## config.mk

```make
export PLATFORM = sky130hd
export DESIGN_NAME = dm_access_arbiter
export DESIGN_NICKNAME = d
export VERILOG_FILES = /design/src/rtl/dm_arb_pkg.sv /design/src/rtl/dm_rr_arbiter.sv /design/src/rtl/dm_access_arbiter.sv
export SDC_FILE = /design/constraint.sdc
export NUM_CORES = 1
export LEC_CHECK = 0
export BUFFER_PORTS_ARGS = -buffer_cell sky130_fd_sc_hd__buf_2
export CORE_AREA = 4 4 133 135
export CTS_CLUSTER_DIAMETER = 150
export DETAILED_ROUTE_END_ITERATION = 10
export DIE_AREA = 0 0 137 139
export MAX_ROUTING_LAYER = met4
export PLACE_DENSITY = 0.66
export SLEW_MARGIN = 40
export SYNTH_ARGS = -nofsm -noshare
export SYNTH_HDL_FRONTEND = slang
export SYNTH_SLANG_ARGS = --single-unit
```

## constraint.sdc

```tcl
create_clock -name clk -period 2.2 [get_ports clk]
set_clock_uncertainty 0.05 [all_clocks]
set_input_delay 0.11 -clock clk [delete_from_list [all_inputs] [get_ports clk]]
set_output_delay 0.11 -clock clk [all_outputs]
set_load 0.01 [all_outputs]
```

## src/rtl/dm_arb_pkg.sv

```systemverilog
// rtl/dm_arb_pkg.sv - shared types, size codes and helpers for the data-memory access arbiter
package dm_arb_pkg;

    typedef enum logic [1:0] {
        IDLE = 2'd0,
        XFER = 2'd1,
        TAIL = 2'd2,
        ACK  = 2'd3
    } state_t;

    localparam logic [1:0] SZ_BYTE = 2'b00;
    localparam logic [1:0] SZ_HALF = 2'b01;
    localparam logic [1:0] SZ_WORD = 2'b10;

    localparam logic [31:0] DEFAULT_BASE_ADDR = 32'h1001_0000;

    // Size code 11 is treated as a word.
    function automatic logic [2:0] size_bytes(input logic [1:0] size);
        case (size)
            SZ_BYTE: return 3'd1;
            SZ_HALF: return 3'd2;
            default: return 3'd4;
        endcase
    endfunction

endpackage

```

## src/rtl/dm_rr_arbiter.sv

```systemverilog
// rtl/dm_rr_arbiter.sv - two-way round-robin arbiter with a last-grant register
module dm_rr_arbiter (
    input  logic       clk,
    input  logic       rst,
    input  logic [1:0] req,
    input  logic       en,
    output logic [1:0] gnt
);

    logic last_grant;

    // On contention the requester not granted last time wins.
    always_comb begin
        gnt = req;
        if (req == 2'b11) begin
            gnt = last_grant ? 2'b01 : 2'b10;
        end
    end

    always_ff @(posedge clk) begin
        if (rst) begin
            last_grant <= 1'b1;
        end else if (en && (|req)) begin
            last_grant <= gnt[1];
        end
    end

endmodule

```

## src/rtl/dm_access_arbiter.sv

```systemverilog
// rtl/dm_access_arbiter.sv - byte-serialising arbiter for the data memory; optional DM_ARB_ALIGN_CHK_EN adds error ports
module dm_access_arbiter
    import dm_arb_pkg::*;
#(
    parameter logic [31:0] BASE_ADDR = DEFAULT_BASE_ADDR,
    parameter int          AW        = 10
) (
    input  logic          clk,
    input  logic          rst,
    input  logic          m0_req,
    input  logic          m0_we,
    input  logic [1:0]    m0_size,
    input  logic [31:0]   m0_addr,
    input  logic [31:0]   m0_wdata,
    output logic          m0_ack,
    output logic [31:0]   m0_rdata,
    input  logic          m1_req,
    input  logic          m1_we,
    input  logic [1:0]    m1_size,
    input  logic [31:0]   m1_addr,
    input  logic [31:0]   m1_wdata,
    output logic          m1_ack,
    output logic [31:0]   m1_rdata,
    output logic          mem_en,
    output logic          mem_we,
    output logic [AW-1:0] mem_addr,
    output logic [7:0]    mem_wdata,
    input  logic [7:0]    mem_rdata,
`ifdef DM_ARB_ALIGN_CHK_EN
    output logic          m0_err,
    output logic          m1_err,
`endif
    output logic          busy
);

    state_t        state, state_nx;
    logic [1:0]    req, gnt;
    logic          sel_we, sel_fault, last_byte;
    logic [1:0]    sel_size;
    logic [2:0]    sel_n;
    logic [31:0]   sel_addr, sel_wdata;

    logic          g_q, we_q, err_q;
    logic [2:0]    n_q;
    logic [1:0]    cnt_q;
    logic [AW-1:0] off_q;
    logic [31:0]   sh_q, rdata0_q, rdata1_q;
    logic [23:0]   asm_q;

    assign req = {m1_req, m0_req};

    dm_rr_arbiter u_rr (
        .clk (clk),
        .rst (rst),
        .req (req),
        .en  (state == IDLE),
        .gnt (gnt)
    );

    always_comb begin
        sel_we    = gnt[1] ? m1_we    : m0_we;
        sel_size  = gnt[1] ? m1_size  : m0_size;
        sel_addr  = gnt[1] ? m1_addr  : m0_addr;
        sel_wdata = gnt[1] ? m1_wdata : m0_wdata;
        sel_n     = size_bytes(sel_size);
    end

`ifdef DM_ARB_ALIGN_CHK_EN
    always_comb begin
        sel_fault = 1'b0;
        if ((sel_n == 3'd2) && sel_addr[0]) sel_fault = 1'b1;
        if ((sel_n == 3'd4) && (sel_addr[1:0] != 2'b00)) sel_fault = 1'b1;
        if (sel_addr < BASE_ADDR) sel_fault = 1'b1;
        if ((sel_addr - BASE_ADDR) >= (32'd1 << AW)) sel_fault = 1'b1;
    end

    assign m0_err = (state == ACK) && !g_q && err_q;
    assign m1_err = (state == ACK) &&  g_q && err_q;
`else
    assign sel_fault = 1'b0;
`endif

    assign last_byte = ({1'b0, cnt_q} == (n_q - 3'd1));
    assign busy      = (state != IDLE);
    assign m0_rdata  = rdata0_q;
    assign m1_rdata  = rdata1_q;

    always_comb begin
        state_nx  = state;
        mem_en    = 1'b0;
        mem_we    = 1'b0;
        mem_addr  = '0;
        mem_wdata = 8'h00;
        m0_ack    = 1'b0;
        m1_ack    = 1'b0;
        case (state)
            IDLE: begin
                if (|req) state_nx = sel_fault ? ACK : XFER;
            end
            XFER: begin
                mem_en    = 1'b1;
                mem_we    = we_q;
                mem_addr  = off_q + {{(AW-2){1'b0}}, cnt_q};
                mem_wdata = we_q ? sh_q[31:24] : 8'h00;
                if (last_byte) state_nx = we_q ? ACK : TAIL;
            end
            TAIL: state_nx = ACK;
            ACK: begin
                m0_ack   = !g_q;
                m1_ack   = g_q;
                state_nx = IDLE;
            end
            default: state_nx = IDLE;
        endcase
    end

    always_ff @(posedge clk) begin
        if (rst) begin
            state    <= IDLE;
            g_q      <= 1'b0;
            we_q     <= 1'b0;
            err_q    <= 1'b0;
            n_q      <= 3'd0;
            cnt_q    <= 2'd0;
            off_q    <= '0;
            sh_q     <= 32'h0;
            asm_q    <= 24'h0;
            rdata0_q <= 32'h0;
            rdata1_q <= 32'h0;
        end else begin
            state <= state_nx;
            case (state)
                IDLE: begin
                    if (|req) begin
                        g_q   <= gnt[1];
                        we_q  <= sel_we;
                        n_q   <= sel_n;
                        err_q <= sel_fault;
                        cnt_q <= 2'd0;
                        asm_q <= 24'h0;
                        off_q <= AW'(sel_addr - BASE_ADDR);
                        // Left-justify the store data so the MSB byte leaves first.
                        case (sel_n)
                            3'd1:    sh_q <= {sel_wdata[7:0], 24'h0};
                            3'd2:    sh_q <= {sel_wdata[15:0], 16'h0};
                            default: sh_q <= sel_wdata;
                        endcase
                    end
                end
                XFER: begin
                    cnt_q <= cnt_q + 2'd1;
                    sh_q  <= {sh_q[23:0], 8'h00};
                    // Read data lags the issue by one cycle; byte 0 arrives while byte 1 issues.
                    if (!we_q && (cnt_q != 2'd0)) asm_q <= {asm_q[15:0], mem_rdata};
                end
                TAIL: begin
                    if (g_q) rdata1_q <= {asm_q, mem_rdata};
                    else     rdata0_q <= {asm_q, mem_rdata};
                end
                default: ;
            endcase
        end
    end

endmodule

```

==> Flow_metrics.wiki <==
{| class="wikitable"
! Metric !! Value
|-
| Number of violations reported at the end of detailed-routing iteration 0 || roughly 460
|-
| Starting density of the core || 0.397
|-
| Clock insertion delay at the later pin of the skew report || approximately 0.42 ns
|-
| Final period util || 0.979
|-
| Share of the yosys chip area belonging to registers || 0.429
|-
| Synthesized instance count || 810
|-
| Final count of pins violating max slew || 0
|-
| Clock-pin slew reported for the worst setup and hold paths after clock tree synthesis || about 0.06 ns
|-
| Netlist area before placement || 6530 um^2
|-
| Class of the tightest hold or removal check || in -> reg
|-
| Number of endpoints with negative hold slack in the final report || 0
|-
| GRT overflow || 0
|-
| Antenna violations before repair || 0
|-
| Cell taking the most area after synthesis || dfxtp_1
|-
| Count of cells along the worst hold path || 3
|-
| Pre-CTS setup slack || 0.0747 ns
|-
| Cells after DPL || 1175
|-
| Die Width || roughly 140 um
|-
| Primary flip-flop cell chosen by synthesis mapping || dfxtp_1
|-
| Vertical die dimension || ~140 um
|-
| Register-to-Register Path Depth || 5
|-
| Wire length per cell || approximately 16 um
|-
| Number of buffers between clock root and the deepest sink || 2
|-
| Vias in the first global route || about 6400
|-
| CORE AREA || between 15000 and 20000 um^2
|-
| Detail-routed via count per cell || between 5 and 6
|-
| Level count of the clock H-tree || 4
|-
| WHS Endpoint || sh_q[12]$_SDFFE_PP0P_
|-
| Critical Path AT || just under 2 ns
|-
| Worst-case vdd ir drop || between 500 and 600 uV
|-
| Via Count || between 6000 and 7000
|-
| Final critical-path setup slack || about 0.047 ns
|-
| Yosys reg bits || 140
|-
| Worst EP required || between 2 and 2.5 ns
|-
| Std-Cell Rows || 47
|-
| Syn_nets || about 970
|-
| Total half-perimeter wirelength after legalization and detailed placement || between 10000 and 15000 um
|-
| DR pass1 iterations || 5
|-
| Finished Layout Cells || roughly 1300
|-
| Gpl congestion || roughly 0.84
|-
| Maximum clock rate || 0.464 GHz
|-
| Source of the worst hold timing path || m0_wdata[12]
|-
| Start-to-end type of the worst setup path || reg -> out
|-
| Number of enable flip-flop cells after synthesis || 0
|-
| Number of antenna-violating nets in the routed design || 0
|-
| Clock tree from TritonCTS || yes
|-
| Remaining max-slew budget at the tightest pin || 0.669
|-
| Post-route minimum period || roughly 2.2 ns
|-
| Final routed DRC violation total || 0
|-
| Mean instance size in the synthesized netlist || 8.06 um^2
|-
| PortBufs || approximately 190
|-
| Top fanout value on the critical path || 3
|-
| Yosys warnings || 0
|-
| Overall power || approximately 9.6 mW
|-
| Share of post-route cells with drive strength above 1 || 0.269
|-
| Final setup violation count || 0
|-
| Distinct cells, synth || 53
|-
| Asr flop ratio synth || 0
|-
| CTS sink count || 140
|-
| Boundary Pins || about 230
|-
| Root Driver || clkbuf_16
|-
| Die area || between 15000 and 20000 um^2
|-
| First-pass GRT wire length || around 32000 um
|-
| Sort of element at the start of the critical path || flip-flop
|-
| DRT Wirelength || 20200 um
|-
| Outcome || finished, final reports clean
|-
| Gr usage total || 0.215
|-
| Slew at the pin with the worst max-slew slack || 0.496 ns
|-
| Largest net degree at the start of global routing || 104
|-
| Filler cells || between 1500 and 2000
|-
| Static leakage || approximately 3.8 nW
|-
| Power per unit of standard cell area || around 1100 nW/um^2
|-
| RSZ-0062 raised after global routing || true
|-
| Inserted Diodes || 0
|-
| Worst setup EP type || output port
|-
| Startpoint of the worst register-to-register path || u_rr.last_grant$_SDFFE_PP1P_
|-
| Share of the synthesized area in the top cell type || 0.429
|-
| Most area-consuming cells after synthesis || dfxtp_1 (43%), nand2_1 (11%), a21oi_1 (7.4%)
|-
| Relative area change from synthesis to final layout || 36.0%
|-
| Total clock buffers created by CTS || 17
|-
| Setup slack, reg-to-reg || roughly 0.12 ns
|-
| Final net count || between 1000 and 1500
|-
| Number of max-cap violations || 0
|-
| Reg-to-reg endpoint || sh_q[0]$_SDFFE_PP0P_
|}
worst max path at each step:
| stage | end | slack [ns] | startpoint | cells after the start |
|---|---|---|---|---|
| 2_1_floorplan | sh_q[23]$_SDFFE_PP0P_ | 0.32 | state[1]$_SDFFE_PP0P_ | 7 |
| 3_3_place_gp | sh_q[19]$_SDFFE_PP0P_ | 0.09 | state[1]$_SDFFE_PP0P_ | 6 |
| 3_5_place_dp | sh_q[16]$_SDFFE_PP0P_ | 0.07 | state[0]$_SDFFE_PP0P_ | 7 |
| 4_1_cts | mem_addr[8] | 0.01 | cnt_q[0]$_SDFFE_PP0P_ | 7 |
| 5_1_grt | mem_addr[8] | -0.04 | off_q[0]$_SDFFE_PP0P_ | 7 |
| 6_report | mem_addr[6] | 0.05 | cnt_q[0]$_SDFFE_PP0P_ | 7 |
cells in the mapped netlist, types with 10 or more instances:
| cell | n |
|---|---|
| nand2_1 | 191 |
| dfxtp_1 | 140 |
| a21oi_1 | 97 |
| clkbuf_1 | 38 |
| nand3_1 | 37 |
| nor2_1 | 34 |
| and3_1 | 31 |
| mux2i_1 | 21 |
| buf_2 | 17 |
| o21ai_0 | 17 |
| a211oi_1 | 13 |
| a311oi_1 | 12 |
| and2_1 | 10 |
| inv_1 | 10 |
cell families after synthesis:
| logic type | synth area share |
|---|---|
| AOI/OAI and AO/OA | 0.191 |
| and+or+nand+nor | 0.252 |
| buffers and inverters | 0.0544 |
| DFF | 0.429 |
| adders and majority gates | 0.0203 |
| xor gates and xnor gates | 0.0121 |
| muxes | 0.0408 |
cell usage in the layout, fill, tap and decap left out, drive strengths merged, types with 11 or more instances in the layout:
master / n
nand2: 191
and2: 11
o21ai: 18
inv: 11
a21oi: 97
clkbuf: 19
nand3: 37
dfxtp: 140
nor2: 35
mux2i: 21
a311oi: 12
buf: 219
and3: 31
a211oi: 15
dlygate4sd3: 48
what timing repair did:
action                                  in CTS  in global routing
cloned                                       0                  1
pin swaps                                    2                  7
buffers inserted                             2                  5
gates resized for setup                      9                 15
hold buffers                                48                  0
endpoints found under the setup margin       3                 31
hold endpoints to repair                    53                  0
state kept, by name (all words and copies together), names as in the netlist:
signal and flops:
u_rr.last_grant 1, g_q 1, cnt_q 2, state 2, sh_q 32, n_q 3
m0_rdata 32, we_q 1, m1_rdata 32, asm_q 24, off_q 10
routing by layer:
metal  wire [um]  share of wire  vias to the layer above  global-route usage
li1            -              -                     3270                   -
met1        8720           0.43                     3032               0.267
met2        9540           0.47                      244               0.343
met3        1380          0.068                       46              0.0450
met4         535          0.027                        0              0.0777
met5           0              0                        -                   -
report_power, final:
group	switching [mW]	internal (mW)	total, mW	leakage (nW)
Combinational	2.06	1.40	3.46	2.33
Clock	1.13	1.73	2.86	0.289
Sequential	0.333	2.96	3.29	1.14
Total	3.52	6.09	9.62	3.76
metrics by stage:
stage	cell area [um^2]	util	hold slack, ns	setup TNS, ns
floorplan	6530	-	0.196	0
global placement	7660	0.466	0.331	0
detailed placement	7670	0.466	0.333	0
CTS	8790	0.534	0.00585	0
global route	8880	0.539	0.0195	-0.0628
finish	8880	0.539	0.0166	0
critical path, cell delays in order, from the launching register on:
cell and delay, ns:
dfxtp_4 0.35, ha_4 0.16, fa_2 0.38, and3_4 0.20, nand3_1 0.10, xnor2_1 0.13, and2_1 0.14, buf_2 0.12
layout make-up:
cell class,count,area [um^2],share of cell area
clock inverters,13,143,0.0161
inverters,10,37.5,0.00423
repair buffers,267,1720,0.193
well taps,220,275,0.0310
flip-flops and latches,140,2810,0.316
clock buffers,19,453,0.0510
multi-input cells,594,3440,0.388
Note: power is estimated with default switching activity, not from simulation.
